`src/rtl/step_ce_gen_pkg.sv`:
```
// Shared definitions for the step/auto count-enable generator:
// debounce state encodings and a counter-width helper.
package step_ce_gen_pkg;

  // Debounce FSM states. The two IDLE states hold an accepted level.
  // The two WAIT states time a candidate level before accepting it.
  typedef enum logic [1:0] {
    IDLE_LO = 2'b00,
    WAIT_HI = 2'b01,
    IDLE_HI = 2'b10,
    WAIT_LO = 2'b11
  } deb_state_t;

  // Bits needed to hold values 0..n-1. Always at least one bit, so that a
  // divide-by-one prescaler still has a real (constant-zero) register.
  function automatic int unsigned cnt_width(input int unsigned n);
    int unsigned w;
    if (n <= 1) begin
      w = 1;
    end else begin
      w = $clog2(n);
    end
    return w;
  endfunction

endpackage

```
`src/rtl/btn_debounce.sv`:
```
// Push-button conditioner: 2-FF synchronizer, 4-state debounce FSM with a
// stability counter, registered debounced level and a one-cycle press strobe.
// The strobe is combinational. It is high during the cycle whose closing edge
// accepts a press, so a register fed by it rises together with lvl.
module btn_debounce
  import step_ce_gen_pkg::*;
#(
  parameter int unsigned DEB_CYCLES = 1_000_000
) (
  input  logic CLK,
  input  logic RESET,
  input  logic BTN,
  output logic lvl,
  output logic press
);

  // dcnt counts stable samples seen so far, from 1 up to DEB_CYCLES.
  localparam int unsigned     DW   = cnt_width(DEB_CYCLES + 1);
  localparam logic [DW-1:0]   DMAX = DW'(DEB_CYCLES);
  localparam logic [DW-1:0]   DONE = DW'(1);

  logic            btn_m;
  logic            btn_s;
  deb_state_t      state_q;
  deb_state_t      state_d;
  logic [DW-1:0]   dcnt_q;
  logic [DW-1:0]   dcnt_d;
  logic            lvl_d;

  // Two-stage synchronizer for the raw, bouncing button input.
  always_ff @(posedge CLK) begin
    if (!RESET) begin
      btn_m <= 1'b0;
      btn_s <= 1'b0;
    end else begin
      btn_m <= BTN;
      btn_s <= btn_m;
    end
  end

  // Debounce state, stability counter and accepted level registers.
  always_ff @(posedge CLK) begin
    if (!RESET) begin
      state_q <= IDLE_LO;
      dcnt_q  <= '0;
      lvl     <= 1'b0;
    end else begin
      state_q <= state_d;
      dcnt_q  <= dcnt_d;
      lvl     <= lvl_d;
    end
  end

  // Next-state logic. A WAIT state falls back to its IDLE state on any
  // glitch. It accepts once DEB_CYCLES consecutive samples agree.
  always_comb begin
    state_d = state_q;
    dcnt_d  = dcnt_q;
    lvl_d   = lvl;
    press   = 1'b0;
    unique case (state_q)
      IDLE_LO: begin
        if (btn_s) begin
          state_d = WAIT_HI;
          dcnt_d  = DONE;
        end
      end
      WAIT_HI: begin
        if (!btn_s) begin
          state_d = IDLE_LO;
          dcnt_d  = '0;
        end else if (dcnt_q >= DMAX) begin
          state_d = IDLE_HI;
          dcnt_d  = '0;
          lvl_d   = 1'b1;
          press   = 1'b1;
        end else begin
          dcnt_d  = dcnt_q + DONE;
        end
      end
      IDLE_HI: begin
        if (!btn_s) begin
          state_d = WAIT_LO;
          dcnt_d  = DONE;
        end
      end
      WAIT_LO: begin
        if (btn_s) begin
          state_d = IDLE_HI;
          dcnt_d  = '0;
        end else if (dcnt_q >= DMAX) begin
          state_d = IDLE_LO;
          dcnt_d  = '0;
          lvl_d   = 1'b0;
        end else begin
          dcnt_d  = dcnt_q + DONE;
        end
      end
      default: begin
        state_d = IDLE_LO;
        dcnt_d  = '0;
        lvl_d   = 1'b0;
      end
    endcase
  end

endmodule

```
`src/rtl/step_ce_gen.sv`:
```
// Count-enable source for the e74FSM counter.
// In step mode it emits one CE per debounced button press. In auto mode it
// emits a CE once every DIV clocks. CE and BTN_LVL are both registered.
module step_ce_gen
  import step_ce_gen_pkg::*;
#(
  parameter int unsigned DIV        = 50_000_000,
  parameter int unsigned DEB_CYCLES = 1_000_000
) (
  input  logic CLK,
  input  logic RESET,
  input  logic BTN,
  input  logic AUTO,
  output logic CE,
  output logic BTN_LVL
);

  localparam int unsigned   PW   = cnt_width(DIV);
  localparam logic [PW-1:0] PMAX = PW'(DIV - 1);
  localparam logic [PW-1:0] PONE = PW'(1);

  logic          auto_m;
  logic          auto_s;
  logic [PW-1:0] pcnt;
  logic          tick;
  logic          press;

  btn_debounce #(
    .DEB_CYCLES (DEB_CYCLES)
  ) u_deb (
    .CLK   (CLK),
    .RESET (RESET),
    .BTN   (BTN),
    .lvl   (BTN_LVL),
    .press (press)
  );

  // Two-stage synchronizer for the mode slide switch.
  always_ff @(posedge CLK) begin
    if (!RESET) begin
      auto_m <= 1'b0;
      auto_s <= 1'b0;
    end else begin
      auto_m <= AUTO;
      auto_s <= auto_m;
    end
  end

  // The prescaler fires on the last count of each DIV-cycle period.
  assign tick = auto_s && (pcnt == PMAX);

  // Prescaler: runs only in auto mode. It is cleared while in step mode, so
  // a partial count left over from auto mode can never produce a late tick.
  always_ff @(posedge CLK) begin
    if (!RESET) begin
      pcnt <= '0;
    end else if (!auto_s || tick) begin
      pcnt <= '0;
    end else begin
      pcnt <= pcnt + PONE;
    end
  end

  // CE mux register. Presses accepted in auto mode are dropped here, while
  // the debouncer keeps tracking the button for BTN_LVL.
  always_ff @(posedge CLK) begin
    if (!RESET) begin
      CE <= 1'b0;
    end else begin
      CE <= auto_s ? tick : press;
    end
  end

endmodule
```
`config.mk`:
```
export PLATFORM = sky130hd
export DESIGN_NAME = step_ce_gen
export DESIGN_NICKNAME = d
export VERILOG_FILES = /design/src/rtl/step_ce_gen_pkg.sv /design/src/rtl/btn_debounce.sv /design/src/rtl/step_ce_gen.sv
export SDC_FILE = /design/constraint.sdc
export NUM_CORES = 1
export LEC_CHECK = 0
export ABC_AREA = 1
export CORE_UTILIZATION = 62
export DETAILED_ROUTE_END_ITERATION = 6
export HOLD_SLACK_MARGIN = 0.12
export PLACE_DENSITY_LB_ADDON = 0.12
export SETUP_SLACK_MARGIN = 0.4
export SLEW_MARGIN = 20
export SYNTH_ARGS = -nofsm -noshare
export SYNTH_HDL_FRONTEND = slang
export SYNTH_HIERARCHICAL = 1
export SYNTH_SLANG_ARGS = --single-unit
```
`constraint.sdc`:
```
create_clock -name CLK -period 1.5 [get_ports CLK]
set_input_delay 0.45 -clock CLK [delete_from_list [all_inputs] [get_ports CLK]]
set_output_delay 0.45 -clock CLK [all_outputs]
set_load 0.01 [all_outputs]
```
## After elaboration in Yosys (flattened, before gate mapping)

Index checks and enable logic that the tools add are counted.

| storage, ports and cells | value |
|---|---|
| bits of input ports | 4 |
| output and inout port bits | 2 |
| logic and storage cells | 56 |
| flip-flop bits (word level) | 54 |

| operators by class | value |
|---|---|
| muxes and demuxes | 22 |
| reductions and logical operators | 9 |
| bitwise logic cells | 1 |
| order comparisons | 1 |
| $add $sub $neg | 2 |
| equality and inequality tests | 12 |

Operators with widths:

| cell | number |
|---|---|
| 20-bit two-way mux | 5 |
| 20-bit one-hot mux with 4 select lines | 1 |
| 26-bit by 1-bit adder with 26-bit output (second input constant) | 1 |
| 26-bit == test (second input constant) | 1 |
| 20-bit by 1-bit adder with 20-bit output (second input constant) | 1 |
| 20-bit >= comparator (second input constant) | 1 |
| 2-bit two-way mux | 6 |
| 1-bit two-way mux | 8 |
| 2-bit by 1-bit != test with 1-bit output (second input constant) | 4 |
| 2-bit one-hot mux with 4 select lines | 1 |
| 5-bit AND reduction | 1 |
| 2-bit == test (second input constant) | 2 |
| 2-bit != test (second input constant) | 2 |
| 4-bit AND reduction | 1 |
| 3-bit by 1-bit != test with 1-bit output (second input constant) | 1 |
| 3-bit != test (second input constant) | 1 |
| 2-bit by 1-bit == test with 1-bit output (second input constant) | 1 |
| 2-bit logical NOT | 1 |
| 1-bit one-hot mux with 2 select lines | 1 |
| 2-bit AND reduction | 1 |
| 2-bit nonzero test | 1 |
| 2-bit OR reduction | 1 |
| 1-bit logical AND | 1 |
| 1-bit logical NOT | 1 |
| other kinds (2) | 2 |

## Longest topological paths before layout

| logic depth | value |
|---|---|
| word-level depth | 5 |
| depth in mapped cells | 10 |
| mapped depth without buffers | 10 |

## By module

Netlist, hierarchy kept.

By module, submodules not included:

| module | cells an instance | area an instance (µm²) | sequential area each (µm²) | instances |
|---|---|---|---|---|
| step_ce_gen | 222 | 1530.2 | 580.6 | 1 |
| btn_debounce | 229 | 1457.6 | 500.5 | 1 |

## Worst setup path before layout

Ideal clock, no wire load.

| timing | value |
|---|---|
| kind | flip-flop to flip-flop |
| start point | reg u_deb.dcnt_q[1] |
| end point | reg u_deb.dcnt_q[16] |
| clock period less this slack | 1351 ps |
| data arrival time | 1229 ps |
| slack | 149 ps |
| cell stages (with the launch flop) | 9 |
| path buffers | 0 |
| path through | dfxtp_1 -> ha_1 -> nand2_2 -> nor2_4 -> nand2_2 -> nor2_2 -> nand2_1 -> o21ai_0 -> a21oi_1 |

| between the ends | value |
|---|---|
| word-level cells in the longest chain between the ends | 4 |
| elaborated cells on any way between the ends | 6 |
| those cells by class | 1 x add/sub; 1 x order compare; 4 x mux |

RTL lines:

| element | RTL line | RTL |
|---|---|---|
| start, declared | btn_debounce.sv:26 | `logic [DW-1:0] dcnt_q;` |
| start signal, assigned | btn_debounce.sv:49 | `dcnt_q <= dcnt_d;` |
| 20-bit by 1-bit adder with 20-bit output / 20-bit >= comparator (equally long branches) | -- |  |
| 20-bit two-way mux * | btn_debounce.sv:72, btn_debounce.sv:91 |  |
| 20-bit two-way mux, on equally long branches | btn_debounce.sv:88, btn_debounce.sv:69 |  |
| 20-bit one-hot mux with 4 select lines * | btn_debounce.sv:61 | `unique case (state_q)` |

Mark *: on every way between the ends. The rest lies on a longest branch, timed or not.
A chain may end at the register's enable or synchronous reset.

## Worst setup path in the final report

| timing | value |
|---|---|
| start point | reg u_deb.dcnt_q[15] |
| end point | reg CE |

| between the ends | value |
|---|---|
| word-level cells in the longest chain between the ends | 5 |

RTL lines:

| element | RTL line | RTL |
|---|---|---|
| 20-bit >= comparator | btn_debounce.sv:72 | `end else if (dcnt_q >= DMAX) begin` |
| 1-bit two-way mux | btn_debounce.sv:72 |  |
| 1-bit two-way mux | btn_debounce.sv:69 | `if (!btn_s) begin` |
| 1-bit two-way mux | btn_debounce.sv:61 |  |
| net press | step_ce_gen.sv:26 | `logic press;` |
| 1-bit two-way mux | step_ce_gen.sv:70 | `CE <= auto_s ? tick : press;` |
| end signal, assigned | step_ce_gen.sv:70 |  |
| end, declared | step_ce_gen.sv:14 | `output logic CE,` |

The timed path passes the listed nets, and every way through them passes these cells.

==> out/qor.txt <==
status -> finished with violations
violated checks -> negative setup slack
RePlAce Congestion -> 0.867
hold_sp -> u_deb/btn_m
Hold Buf Count CTS -> 0
H-tree levels -> 2
cell area after synthesis -> 2990 sq um
Sw Ratio -> 27.9%
Yosys warning total -> 6
initial antenna violation count -> 0
Final Hold Fails -> 0
area leader, netlist -> dfxtp_1
die footprint -> 5100 sq um
chip height -> 71.4 um
# port buffers -> 5
Yosys reg bits -> 54
Least-Margin Pin Slew -> 0.387 ns
CP peak stage delay -> 0.45 ns
DRC viols -> 0
Sink Count -> 54
RSZ-0062 raised after global routing -> true
Crit. Startpoint -> u_deb/dcnt_q[15]
slowest CP cell -> dfxtp_1
CP Max Fanout -> 5
Setup CP Type -> flip-flop to flip-flop
final cell count without fillers -> 556
GRT Util Overall -> 31.6%
# rows -> 24
top cells by count, synth -> 130 x nand2_1, 67 x inv_1, 64 x nor2_1, 54 x dfxtp_1, 26 x nand3_1
Final nets -> 511
share of the synthesized area in the top cell type -> 36.2%
ys flop type -> dfxtp_1
Reg power frac -> 56.8%
CTS tree -> done
max-slew violations -> 0
crit path DAT -> 1.99 ns
routed vias/inst -> 6.45
setup violators final -> 47
CP Capture Type -> flip-flop
global-route wire length before repair -> 12700 um
Worst path most repeated cell -> inv_1
Comb pwr share -> 11.1%
clk_lat worst skew -> 0.32 ns
IO Pins -> 6
FMAX -> 566 MHz
via count -> 3584
synth-to-layout area growth -> 40.3%
worst setup margin -> -0.268 ns
required time of the worst setup path -> 1.72 ns
startpoint types -> flip-flop
cell internal pwr -> 1.85 mW
ant diodes -> 0
TritonRoute pass-1 iters -> 6
P per Cell Area -> 614 nW/um^2
Worst R2R Start -> u_deb/dcnt_q[15]
max cap viols -> 0
Detail Route Antenna Nets -> 0
Area contributors post-synth -> dfxtp_1 36%, nand2_1 16%, inv_1 8.4%
period utilization -> 118%
Total Wirelength -> 11900 um
setup TNS -> -3.11 ns
peak supply drop -> 579 uV
sequential-to-total area share from yosys stat -> 36.2%
Slew HR -> 74.1%
Hold Path Class -> flip-flop to flip-flop
cells along the critical path -> inv_1 -> o21ai_1 -> nand2_2 -> nand2_4 -> buf_6 -> nand3_4 -> inv_1 -> o21ai_0 -> a21oi_1
layout cell share with drive strength beyond 1 -> 39.3%
Root Buffer -> clkbuf_8
chip width -> 71.4 um
placed cells -> 512
DR WL/cell -> 21.5 um
Post-synth EDFFs -> 0
core area -> 4500 sq um
top-count cell post-synth -> nand2_1
clock power share -> 32.1%
Async SR Flop Fraction -> 0%
pin count of the biggest net entering global routing -> 20
hpwl dp -> 4420 um
Max Buffers Root-to-Sink -> 2
DRT iter0 DRCs -> 605
vias in the first global route -> 2895
Initial Utilization -> 66.3%
Lkg Pwr -> 1.69 nW
Cell variety after synth -> 27
grt total ovfl -> 0
Final Skew -> 0.00954 ns
Mapped Avg Cell Area -> 6.62 sq um
clock slew at reported path FFs -> 0.10 ns
Post-Synthesis Cells -> 451
TritonCTS Buffers -> 5
post-route minimum period -> 1.77 ns
switching power -> 0.717 mW
Post-Syn Nets -> 458
## sequential cells by signal (all words and copies together), names as in the netlist, named ones only
name / cells
u_deb/btn_s: 1
u_deb/btn_m: 1
auto_m: 1
u_deb/lvl: 1
auto_s: 1
CE: 1
pcnt: 26
u_deb/dcnt_q: 20
u_deb/state_q: 1
## critical path, delay by kind of cell (launching register included)
family                 cells  cell delay (ns)
flip-flops                 1             0.45
buffers and inverters      3             0.34
AO/OA/AOI/OAI              3             0.56
AND/OR/NAND/NOR            3             0.31
## layout by cell type (no fill, tap or decap), drive strengths merged, types with 2 or more instances in the layout
master	instances
a21oi	21
buf	47
clkbuf	7
clkdlybuf4s50	2
clkinv	3
dfxtp	54
ha	3
inv	68
nand2	140
nand3	30
nand4	6
nor2	82
nor3	4
o21ai	14
or2	2
xnor2	7
xor2	11
## cell type report
cell class              count  area [sq um]
repair buffers             52           548
multi-input cells         322          2090
flip-flops and latches     54          1140
clock inverters             2          10.0
well taps                  52          65.1
inverters                  69           269
clock buffers               5          68.8
fillers                   138           313
## per-layer routing
metal  GRT usage (%)  wire length [um]
met2            52.3              5420
met3            5.49              1400
met5               0                 0
met4            14.2               957
met1            40.5              4150
## power groups by stage
stage / logic, mW / registers [mW] / clock network (mW)
6_report: 0.285 / 1.46 / 0.825
3_5_place_dp: 0.162 / 1.51 / 0
5_1_grt: 0.297 / 1.46 / 0.871
4_1_cts: 0.204 / 1.46 / 0.809
3_3_place_gp: 0.160 / 1.51 / 0
2_1_floorplan: 0.123 / 1.50 / 0
## final timing paths
check / to / depth (start not counted) / slack (ns)
hold / removal: u_deb/btn_s / 2 / 0.45
setup reg to reg: CE / 9 / -0.27
setup / recovery: CE / 9 / -0.27
hold reg to reg: u_deb/btn_s / 2 / 0.45
## timing repair
item | 4_1_cts | 5_1_grt
gates resized for setup | 57 | 99
cloned | 2 | 2
endpoints found under the setup margin | 56 | 52
buffers inserted | 20 | 13
pin swaps | 19 | 33
## logic make-up after synthesis
family                     synth area share (%)
buffers and inverters                      10.4
DFF                                        36.2
adders and majority gates                  1.26
and+or+nand+nor                            40.4
xor gates and xnor gates                   5.28
AOI/OAI and AO/OA                          6.49
## stage by stage
step	util, %	power [mW]	worst slack [ns]	area, sq um	hold slack (ns)
floorplan	-	1.63	0.178	3080	0.390
global placement	71.8	1.67	-0.0929	3230	0.405
detailed placement	71.8	1.67	-0.114	3230	0.396
CTS	82.2	2.47	0.0700	3700	0.419
global route	93.1	2.63	-0.227	4190	0.461
finish	93.1	2.57	-0.268	4190	0.448
Power figures use the tool's default switching activity.
